==> src/rtl/recip_pkg.sv <==
// Shared definitions for the sequential reciprocal divider: FSM states and default widths.
// Optional RECIP_ROUND_EN (seen by recip_divider_seq) adds a round-half-up iteration.
package recip_pkg;

    typedef enum logic [1:0] {
        ST_IDLE,
        ST_DIV,
        ST_DONE
    } state_t;

    localparam int DEF_IN_W     = 24;
    localparam int DEF_IN_FRAC  = 10;
    localparam int DEF_OUT_W    = 24;
    localparam int DEF_OUT_FRAC = 14;

endpackage

==> src/rtl/recip_divider_seq.sv <==
// Sequential fixed-point reciprocal: one restoring-division quotient bit per cycle.
// Define RECIP_ROUND_EN to compute one extra bit and round half-up instead of truncating.
module recip_divider_seq
    import recip_pkg::*;
#(
    parameter int IN_W     = DEF_IN_W,
    parameter int IN_FRAC  = DEF_IN_FRAC,
    parameter int OUT_W    = DEF_OUT_W,
    parameter int OUT_FRAC = DEF_OUT_FRAC
) (
    input  logic             clk,
    input  logic             rst,
    input  logic             in_valid,
    output logic             in_ready,
    input  logic [IN_W-1:0]  x_in,
    output logic             out_valid,
    input  logic             out_ready,
    output logic [OUT_W-1:0] recip_out,
    output logic             div_zero,
    output logic             ovf
);

`ifdef RECIP_ROUND_EN
    localparam int RND = 1;
`else
    localparam int RND = 0;
`endif

    localparam int ITER  = OUT_W + 1 + RND;
    localparam int CNT_W = $clog2(ITER + 1);
    localparam int SHIFT = IN_FRAC + OUT_FRAC + RND;

    localparam logic [ITER-1:0]  ONE      = {{(ITER-1){1'b0}}, 1'b1};
    localparam logic [ITER-1:0]  DIVIDEND = ONE << SHIFT;
    localparam logic [OUT_W-1:0] POS_MAX  = {1'b0, {(OUT_W-1){1'b1}}};
    localparam logic [OUT_W-1:0] NEG_MAX  = {1'b1, {(OUT_W-2){1'b0}}, 1'b1};
    localparam logic [ITER-1:0]  SAT_LIM  = {{(ITER-OUT_W){1'b0}}, POS_MAX};

    state_t state, next_state;

    logic [CNT_W-1:0] cnt;
    logic [IN_W-1:0]  mag;
    logic             neg;
    logic [ITER-1:0]  quot;
    logic [IN_W-1:0]  rem;

    logic [IN_W:0]    rem_shift;
    logic             q_bit;
    logic [IN_W-1:0]  rem_next;
    logic [ITER-1:0]  q_fin;
    logic             sat;
    logic [OUT_W-1:0] q_out;
    logic [OUT_W-1:0] res;

    assign in_ready = (state == ST_IDLE);

    // Remainder stays below the divisor, so the truncated difference is exact.
    always_comb begin
        rem_shift = {rem, quot[ITER-1]};
        q_bit     = (rem_shift >= {1'b0, mag});
        rem_next  = q_bit ? (rem_shift[IN_W-1:0] - mag) : rem_shift[IN_W-1:0];
    end

    always_comb begin
`ifdef RECIP_ROUND_EN
        q_fin = (quot + ONE) >> 1;
`else
        q_fin = quot;
`endif
        sat   = (q_fin > SAT_LIM);
        q_out = q_fin[OUT_W-1:0];
        res   = neg ? (-q_out) : q_out;
    end

    always_ff @(posedge clk or posedge rst) begin
        if (rst) begin
            state <= ST_IDLE;
        end else begin
            state <= next_state;
        end
    end

    always_comb begin
        next_state = state;
        case (state)
            ST_IDLE: if (in_valid)  next_state = ST_DIV;
            ST_DIV:  if (cnt == '0) next_state = ST_DONE;
            ST_DONE: if (out_ready) next_state = ST_IDLE;
            default: next_state = ST_IDLE;
        endcase
    end

    // Counter runs ITER..1 while bits are produced; the cycle at zero registers the result.
    always_ff @(posedge clk or posedge rst) begin
        if (rst) begin
            cnt       <= '0;
            mag       <= '0;
            neg       <= 1'b0;
            quot      <= '0;
            rem       <= '0;
            recip_out <= '0;
            out_valid <= 1'b0;
            div_zero  <= 1'b0;
            ovf       <= 1'b0;
        end else begin
            case (state)
                ST_IDLE: begin
                    if (in_valid) begin
                        neg  <= x_in[IN_W-1];
                        mag  <= x_in[IN_W-1] ? (-x_in) : x_in;
                        quot <= DIVIDEND;
                        rem  <= '0;
                        cnt  <= CNT_W'(ITER);
                    end
                end
                ST_DIV: begin
                    if (cnt != '0) begin
                        quot <= {quot[ITER-2:0], q_bit};
                        rem  <= rem_next;
                        cnt  <= cnt - CNT_W'(1);
                    end else begin
                        out_valid <= 1'b1;
                        if (mag == '0) begin
                            recip_out <= POS_MAX;
                            div_zero  <= 1'b1;
                            ovf       <= 1'b0;
                        end else if (sat) begin
                            recip_out <= neg ? NEG_MAX : POS_MAX;
                            div_zero  <= 1'b0;
                            ovf       <= 1'b1;
                        end else begin
                            recip_out <= res;
                            div_zero  <= 1'b0;
                            ovf       <= 1'b0;
                        end
                    end
                end
                ST_DONE: begin
                    if (out_ready) out_valid <= 1'b0;
                end
                default: ;
            endcase
        end
    end

endmodule

==> config.mk <==
export PLATFORM = sky130hd
export DESIGN_NAME = recip_divider_seq
export DESIGN_NICKNAME = d
export VERILOG_FILES = /design/src/rtl/recip_pkg.sv /design/src/rtl/recip_divider_seq.sv
export SDC_FILE = /design/constraint.sdc
export NUM_CORES = 1
export LEC_CHECK = 0
export BUFFER_PORTS_ARGS = -buffer_cell sky130_fd_sc_hd__buf_4
export CAP_MARGIN = 20
export CORE_UTILIZATION = 45
export DETAILED_ROUTE_END_ITERATION = 8
export PLACE_DENSITY = 0.72
export SKIP_CTS_REPAIR_TIMING = 1
export SLEW_MARGIN = 20
export SYNTH_ARGS = -nofsm -noshare
export SYNTH_HDL_FRONTEND = slang
export SYNTH_SLANG_ARGS = --single-unit
==> constraint.sdc <==
create_clock -name clk -period 3.55 [get_ports clk]
set_clock_uncertainty 0.15 [all_clocks]
set_input_delay 0.1775 -clock clk [delete_from_list [all_inputs] [get_ports clk]]
set_output_delay 0.1775 -clock clk [all_outputs]
set_load 0.005 [all_outputs]
==> results of run 1 <==
==> sequential cells by signal, summed over array words and instances (netlist names) <==
register / count
div_zero: 1
q_fin: 25
recip_out: 24
rem: 24
neg: 1
mag: 24
cnt: 5
out_valid: 1
state: 2
ovf: 1
==> layout make-up <==
class,count,share of cell area (%)
Multi-Input combinational cell,634,49.80
Sequential cell,108,33.76
Timing Repair Buffer,74,7.126
Clock buffer,12,3.329
Tap cell,211,3.297
Inverter,49,2.328
Clock inverter,3,0.3594
==> cells by family after synthesis <==
family	count (synthesis)
AO/OA/AOI/OAI	253
XOR/XNOR	43
adder cells (fa/ha/maj)	30
buffers and inverters	95
flip-flops	108
multiplexers	1
AND/OR/NAND/NOR	307
==> stage by stage <==
step | util [%] | cell area, µm² | hold slack [ps] | setup slack (ps) | std cells
floorplan | - | 7079 | 116.6 | 376.9 | 837
global placement | 50.14 | 7651 | 216.1 | 579.5 | 1070
detailed placement | 50.14 | 7651 | 227.8 | 507.8 | 1070
CTS | 52.08 | 7946 | -163.2 | 492.8 | 1085
global route | 52.47 | 8006 | 3.863 | 301.3 | 1091
finish | 52.47 | 8006 | -34.03 | 468.7 | 1091
==> where the power goes <==
| part | internal [mW] | switching [mW] |
|---|---|---|
| clock | 0.539 | 0.471 |
| combinational | 2.16 | 2.93 |
| sequential | 1.83 | 0.574 |
==> worst max-delay path: stages (launching register included) <==
cell	delay (ps)
sky130_fd_sc_hd__dfrtp_1	370
sky130_fd_sc_hd__inv_1	60
sky130_fd_sc_hd__ha_1	360
sky130_fd_sc_hd__a21o_1	230
sky130_fd_sc_hd__a21o_1	230
sky130_fd_sc_hd__a31oi_4	230
sky130_fd_sc_hd__a31oi_4	140
sky130_fd_sc_hd__o21a_4	270
sky130_fd_sc_hd__nor2_2	590
sky130_fd_sc_hd__buf_4	240
sky130_fd_sc_hd__o211ai_1	90
==> metal layers <==
| metal | wire length (µm) | vias to the layer above | global-route usage [%] |
|---|---|---|---|
| li1 | - | 3105 | - |
| met4 | 282 | 0 | 7.773 |
| met3 | 821 | 19 | 2.722 |
| met5 | 0 | - | 0 |
| met1 | 8556 | 3074 | 32.67 |
| met2 | 8050 | 202 | 35.33 |
==> Yosys cell counts, types with 4 or more instances <==
library cell	count	share of area, %
sky130_fd_sc_hd__a211o_1	4	0.49
sky130_fd_sc_hd__a21boi_0	4	0.42
sky130_fd_sc_hd__a21o_1	13	1.4
sky130_fd_sc_hd__a21oi_1	51	3.6
sky130_fd_sc_hd__a2bb2oi_1	4	0.49
sky130_fd_sc_hd__a31oi_1	4	0.35
sky130_fd_sc_hd__and2_1	6	0.53
sky130_fd_sc_hd__and3_1	9	0.80
sky130_fd_sc_hd__buf_2	6	0.42
sky130_fd_sc_hd__clkbuf_1	35	1.9
sky130_fd_sc_hd__dfrtp_1	108	38
sky130_fd_sc_hd__ha_1	29	5.1
sky130_fd_sc_hd__inv_1	49	2.6
sky130_fd_sc_hd__nand2_1	119	6.3
sky130_fd_sc_hd__nand2b_1	10	0.88
sky130_fd_sc_hd__nand3_1	39	2.8
sky130_fd_sc_hd__nand4_1	29	2.6
sky130_fd_sc_hd__nor2_1	33	1.7
sky130_fd_sc_hd__nor2b_1	5	0.44
sky130_fd_sc_hd__nor3_1	9	0.64
sky130_fd_sc_hd__nor4_1	12	1.1
sky130_fd_sc_hd__o211ai_1	17	1.8
sky130_fd_sc_hd__o21a_1	6	0.64
sky130_fd_sc_hd__o21ai_0	76	5.4
sky130_fd_sc_hd__o21ai_1	5	0.35
sky130_fd_sc_hd__o21bai_1	5	0.53
sky130_fd_sc_hd__o22a_1	15	1.9
sky130_fd_sc_hd__o311ai_0	5	0.62
sky130_fd_sc_hd__o31ai_1	17	1.8
sky130_fd_sc_hd__or3_1	14	1.2
sky130_fd_sc_hd__xnor2_1	15	1.9
sky130_fd_sc_hd__xor2_1	28	3.5
==> final timing paths <==
path	cells past startpoint	slack [ps]	start	endpoint
max reg2reg	10	470	mag[6]	rem[13]
max	10	470	mag[6]	rem[13]
min in group asynchronous	3	380	rst	q_fin[14]
min reg2reg	1	350	div_zero	div_zero
min	3	-30	x_in[9]	mag[9]
max in group asynchronous	4	2030	rst	recip_out[0]
==> flow_metrics.py, run 1 <==
metrics = {
    "grt": {
        "grt_overflow": 0,
        "antenna_found_initial": 0,
        "grtUsageTotal_pct": 22.70,
        "grt_start_max_net_pins": 68,
        "grt_first_pass_wirelength_um": 29300,
        "vias_in_the_first_global_route": 5749,
    },
    "timing": {
        "slew_viol_final": 0,
        "timing.max_slew.rel_slack_pct": 40.83,
        "setup_tns_ps": 0,
        "fmax_mhz": 324.5,
        "period_share_pct": 86.80,
        "minimum_clock_period_after_layout_ps": 3081,
        "setup_viol_count_final": 0,
        "rsz0062_at_grt": "false",
        "worst_hold_slack_ps": -34.03,
        "timing_hold_violations_final": 12,
        "worstMarginPinSlew_ps": 884.2,
    },
    "die": {
        "ios": 56,
        "design.die.area_um2": 16240,
        "die-height_um": 127.4,
        "core-area_um2": 15260,
        "initial_core_util_pct": 46.40,
        "die_width_um": 127.4,
        "placement_rows": 45,
    },
    "synth": {
        "postSynthCellCount": 837,
        "postSynth.asyncResetShare_pct": 100.0,
        "synth_simple_gate_area_share_pct": 21.58,
        "yosysSeqAreaShare_pct": 38.18,
        "synth.avg_cell_area_um2": 8.458,
        "synth.net_count": 895,
        "synthFlopType": "sky130_fd_sc_hd__dfrtp_1",
        "synth-compound-area-share_pct": 23.65,
        "synth.area.mux_share_pct": 0.1414,
        "adder_and_majority_gate_portion_of_the_synthesized_area_pct": 5.408,
        "synth_xor_area_share_pct": 5.320,
        "synth-edff-count": 0,
        "syn-cell-area_um2": 7079,
        "synthDistinctLibCells": 67,
        "synth_warnings": 0,
        "dominant_combinational_cell_family_by_area_after_synthesis": "compound AO/OA/AOI/OAI gates",
        "yosys_register_bits": 108,
    },
    "detailed_routing": {
        "drt.antenna.violating_nets": 0,
        "via_per_inst": 5.866,
        "routed_len_inst_um": 16.23,
        "drt_iter0_drc": 577,
        "drt_pre_antenna_iters": 5,
        "drc_errors": 0,
        "detail_route.wirelength_um": 17710,
        "num_vias": 6400,
    },
    "cells_and_area": {
        "layout.cells.most_common_list": "sky130_fd_sc_hd__nand2_1, sky130_fd_sc_hd__dfrtp_1, sky130_fd_sc_hd__o21ai_0",
        "layout.filler_cells": 1424,
        "multi_input_comb_area_um2": 3988,
        "nets": 934,
        "antenna_cells_inserted": 0,
        "mostFrequentLayoutCell": "sky130_fd_sc_hd__nand2_1",
        "register_area_um2": 2703,
        "drive_gt1_share_pct": 11.93,
        "layout-area-overhead-vs-synth_pct": 13.10,
    },
    "critical_path": {
        "timing.critical_path.from_type": "register",
        "timing_worst_setup_path_type": "reg2reg",
        "endpoint_kind": "register",
        "worstPathMaxFanout": 14,
        "arrival_ps": 3170,
        "cp.required_ps": 3640,
    },
    "power_and_ir_drop": {
        "ir_drop_worst_vdd_mv": 0.4608,
        "power_leakage_nw": 3.515,
        "power.density_nw_per_um2": 1063,
        "p_total_mw": 8.507,
    },
    "placed_design": {
        "place.detailed.hpwl_um": 12850,
        "last_weighted_congestion_value_of_the_routability_driven_placer": 0.9417,
        "number_of_input_and_output_port_buffers_inserted": 55,
    },
    "clocking": {
        "clk-insertion-delay-late_ps": 360,
        "sink_count_of_the_clock_tree": 108,
        "cts_buffer_depth": 2,
        "cts.reportedPaths.clkPinSlew_ps": 80,
        "cts_inserted_buffers": 9,
        "ctsHtreeMaxLevel": 3,
        "clock_tree.root_cell": "sky130_fd_sc_hd__clkbuf_16",
        "cts_tree": "done",
    },
    "outcome": {
        "failed_checks": "hold timing",
        "outcome": "finished with violations",
    },
    "worst_hold_path": {
        "hold_path.class": "in2reg",
    },
    "flow_run": {
        "max-cap-violations": 0,
    },
}
No activity file was read; power rests on OpenSTA's default activity.
==> run 2: changes to the inputs <==
Settings changed: CORE_UTILIZATION 45 to 35, PLACE_DENSITY 0.72 to 0.6.
==> flow_metrics.py, run 2 (synthesized netlist as in run 1, its figures left out) <==
metrics = {
    "outcome": {
        "outcome": "finished with violations",
        "failed_checks": "hold timing",
    },
    "timing": {
        "slew_viol_final": 0,
        "period_share_pct": 88.29,
        "timing.max_slew.rel_slack_pct": 45.14,
        "setup_tns_ps": 0,
        "minimum_clock_period_after_layout_ps": 3134,
        "worst_hold_slack_ps": -25.86,
        "timing_hold_violations_final": 10,
        "fmax_mhz": 319.0,
        "rsz0062_at_grt": "false",
        "setup_viol_count_final": 0,
        "worstMarginPinSlew_ps": 819.9,
    },
    "worst_hold_path": {
        "hold_path.class": "in2reg",
    },
    "placed_design": {
        "placed_cells": 1126,
        "place.detailed.hpwl_um": 13700,
        "placed_area_um2": 7734,
        "number_of_input_and_output_port_buffers_inserted": 55,
        "last_weighted_congestion_value_of_the_routability_driven_placer": 0.8715,
    },
    "power_and_ir_drop": {
        "ir_drop_worst_vdd_mv": 0.3319,
        "p_total_mw": 8.593,
        "power.density_nw_per_um2": 1063,
        "power_leakage_nw": 3.518,
    },
    "die": {
        "placement_rows": 51,
        "die-height_um": 144.2,
        "initial_core_util_pct": 36.02,
        "design.die.area_um2": 20800,
        "die_width_um": 144.2,
        "core-area_um2": 19650,
        "ios": 56,
    },
    "critical_path": {
        "timing_worst_setup_path_type": "reg2reg",
        "arrival_ps": 3280,
        "cp_cell_sequence": "ha_1 > nand4_1 > nor3_1 > a21bo_2 > a31oi_4 > o21ai_1 > buf_4 > a2111oi_0 > a311o_1",
        "crit_path_top_delay_cell": "sky130_fd_sc_hd__ha_1",
        "endpoint_kind": "register",
        "critical_path.top_delay_family": "compound AO/OA/AOI/OAI gates",
        "critPathMaxStageDelay_ps": 470,
        "cp.required_ps": 3690,
        "timing.critical_path.from_type": "register",
        "worstPathMaxFanout": 10,
        "cp_num_buf_inv": 1,
    },
    "grt": {
        "grtUsageTotal_pct": 19.39,
        "antenna_found_initial": 0,
        "grt_overflow": 0,
        "grt_first_pass_wirelength_um": 31510,
        "grt_start_max_net_pins": 54,
        "vias_in_the_first_global_route": 6031,
    },
    "detailed_routing": {
        "drt_pre_antenna_iters": 5,
        "drt_iter0_drc": 431,
        "drt.antenna.violating_nets": 0,
        "detail_route.wirelength_um": 18830,
        "num_vias": 6329,
        "routed_len_inst_um": 16.39,
        "drc_errors": 0,
        "via_per_inst": 5.508,
    },
    "clocking": {
        "cts.reportedPaths.clkPinSlew_ps": 80,
        "sink_count_of_the_clock_tree": 108,
        "clk-insertion-delay-late_ps": 360,
        "cts_inserted_buffers": 9,
        "cts_buffer_depth": 2,
        "clock_tree.root_cell": "sky130_fd_sc_hd__clkbuf_16",
        "ctsHtreeMaxLevel": 3,
        "cts_tree": "done",
    },
    "cells_and_area": {
        "mostFrequentLayoutCell": "sky130_fd_sc_hd__nand2_1",
        "layout.cells.most_common_list": "sky130_fd_sc_hd__nand2_1, sky130_fd_sc_hd__dfrtp_1, sky130_fd_sc_hd__o21ai_0",
        "fin_area_um2": 8087,
        "antenna_cells_inserted": 0,
        "nets": 937,
        "layout-area-overhead-vs-synth_pct": 14.23,
        "flip_flop_count_of_the_largest_register_all_copies_and_words_added": 25,
        "final_cells": 1149,
        "drive_gt1_share_pct": 12.10,
    },
    "flow_run": {
        "max-cap-violations": 0,
    },
}
## run 2: power breakdown
part	switching (mW)	total [mW]	internal, mW
clock	0.518	1.01	0.492
combinational	3.00	5.17	2.17
sequential	0.583	2.41	1.83
total	4.10	8.59	4.49
## run 2: path summary, 6_finish.rpt
kind                               start            end  slack [ps]  depth (start not counted)
hold / removal                   x_in[9]         mag[9]         -30                          3
hold reg to reg            recip_out[22]  recip_out[22]         350                          1
min in group asynchronous            rst  recip_out[16]         310                          3
setup / recovery                  rem[7]         rem[9]         420                          9
setup reg to reg                  rem[7]         rem[9]         420                          9
max in group asynchronous            rst   recip_out[2]        2120                          4
## run 2: worst min-delay path: stages
cell and delay [ps]:
sky130_fd_sc_hd__buf_4 90, sky130_fd_sc_hd__xor2_1 60, sky130_fd_sc_hd__o21ai_0 130
## run 2: per-stage QoR
step | worst slack (ps) | util [%]
after floorplan | 376.9 | -
after global placement | 650.1 | 39.35
after detailed placement | 514.9 | 39.35
after CTS | 480.6 | 40.79
after global routing | 243.2 | 41.14
final | 415.7 | 41.14
## run 2: per-layer routing
metal	track usage [%]	vias to the layer above	share of wire [%]
met5	0	-	0
met4	4.654	0	1.0
met3	3.245	18	5.1
met2	29.54	175	44
met1	28.39	3030	50
li1	-	3106	-
## run 2: cell type report
| class | count | area (µm²) |
|---|---|---|
| clock inverter | 6 | 53.80 |
| inverter | 49 | 186.4 |
| timing repair buffer | 77 | 595.6 |
| tap | 265 | 331.6 |
| sequential | 108 | 2703 |
| fill | 2045 | 11570 |
| multi-input combinational | 634 | 3988 |
| clock buffer | 10 | 229.0 |
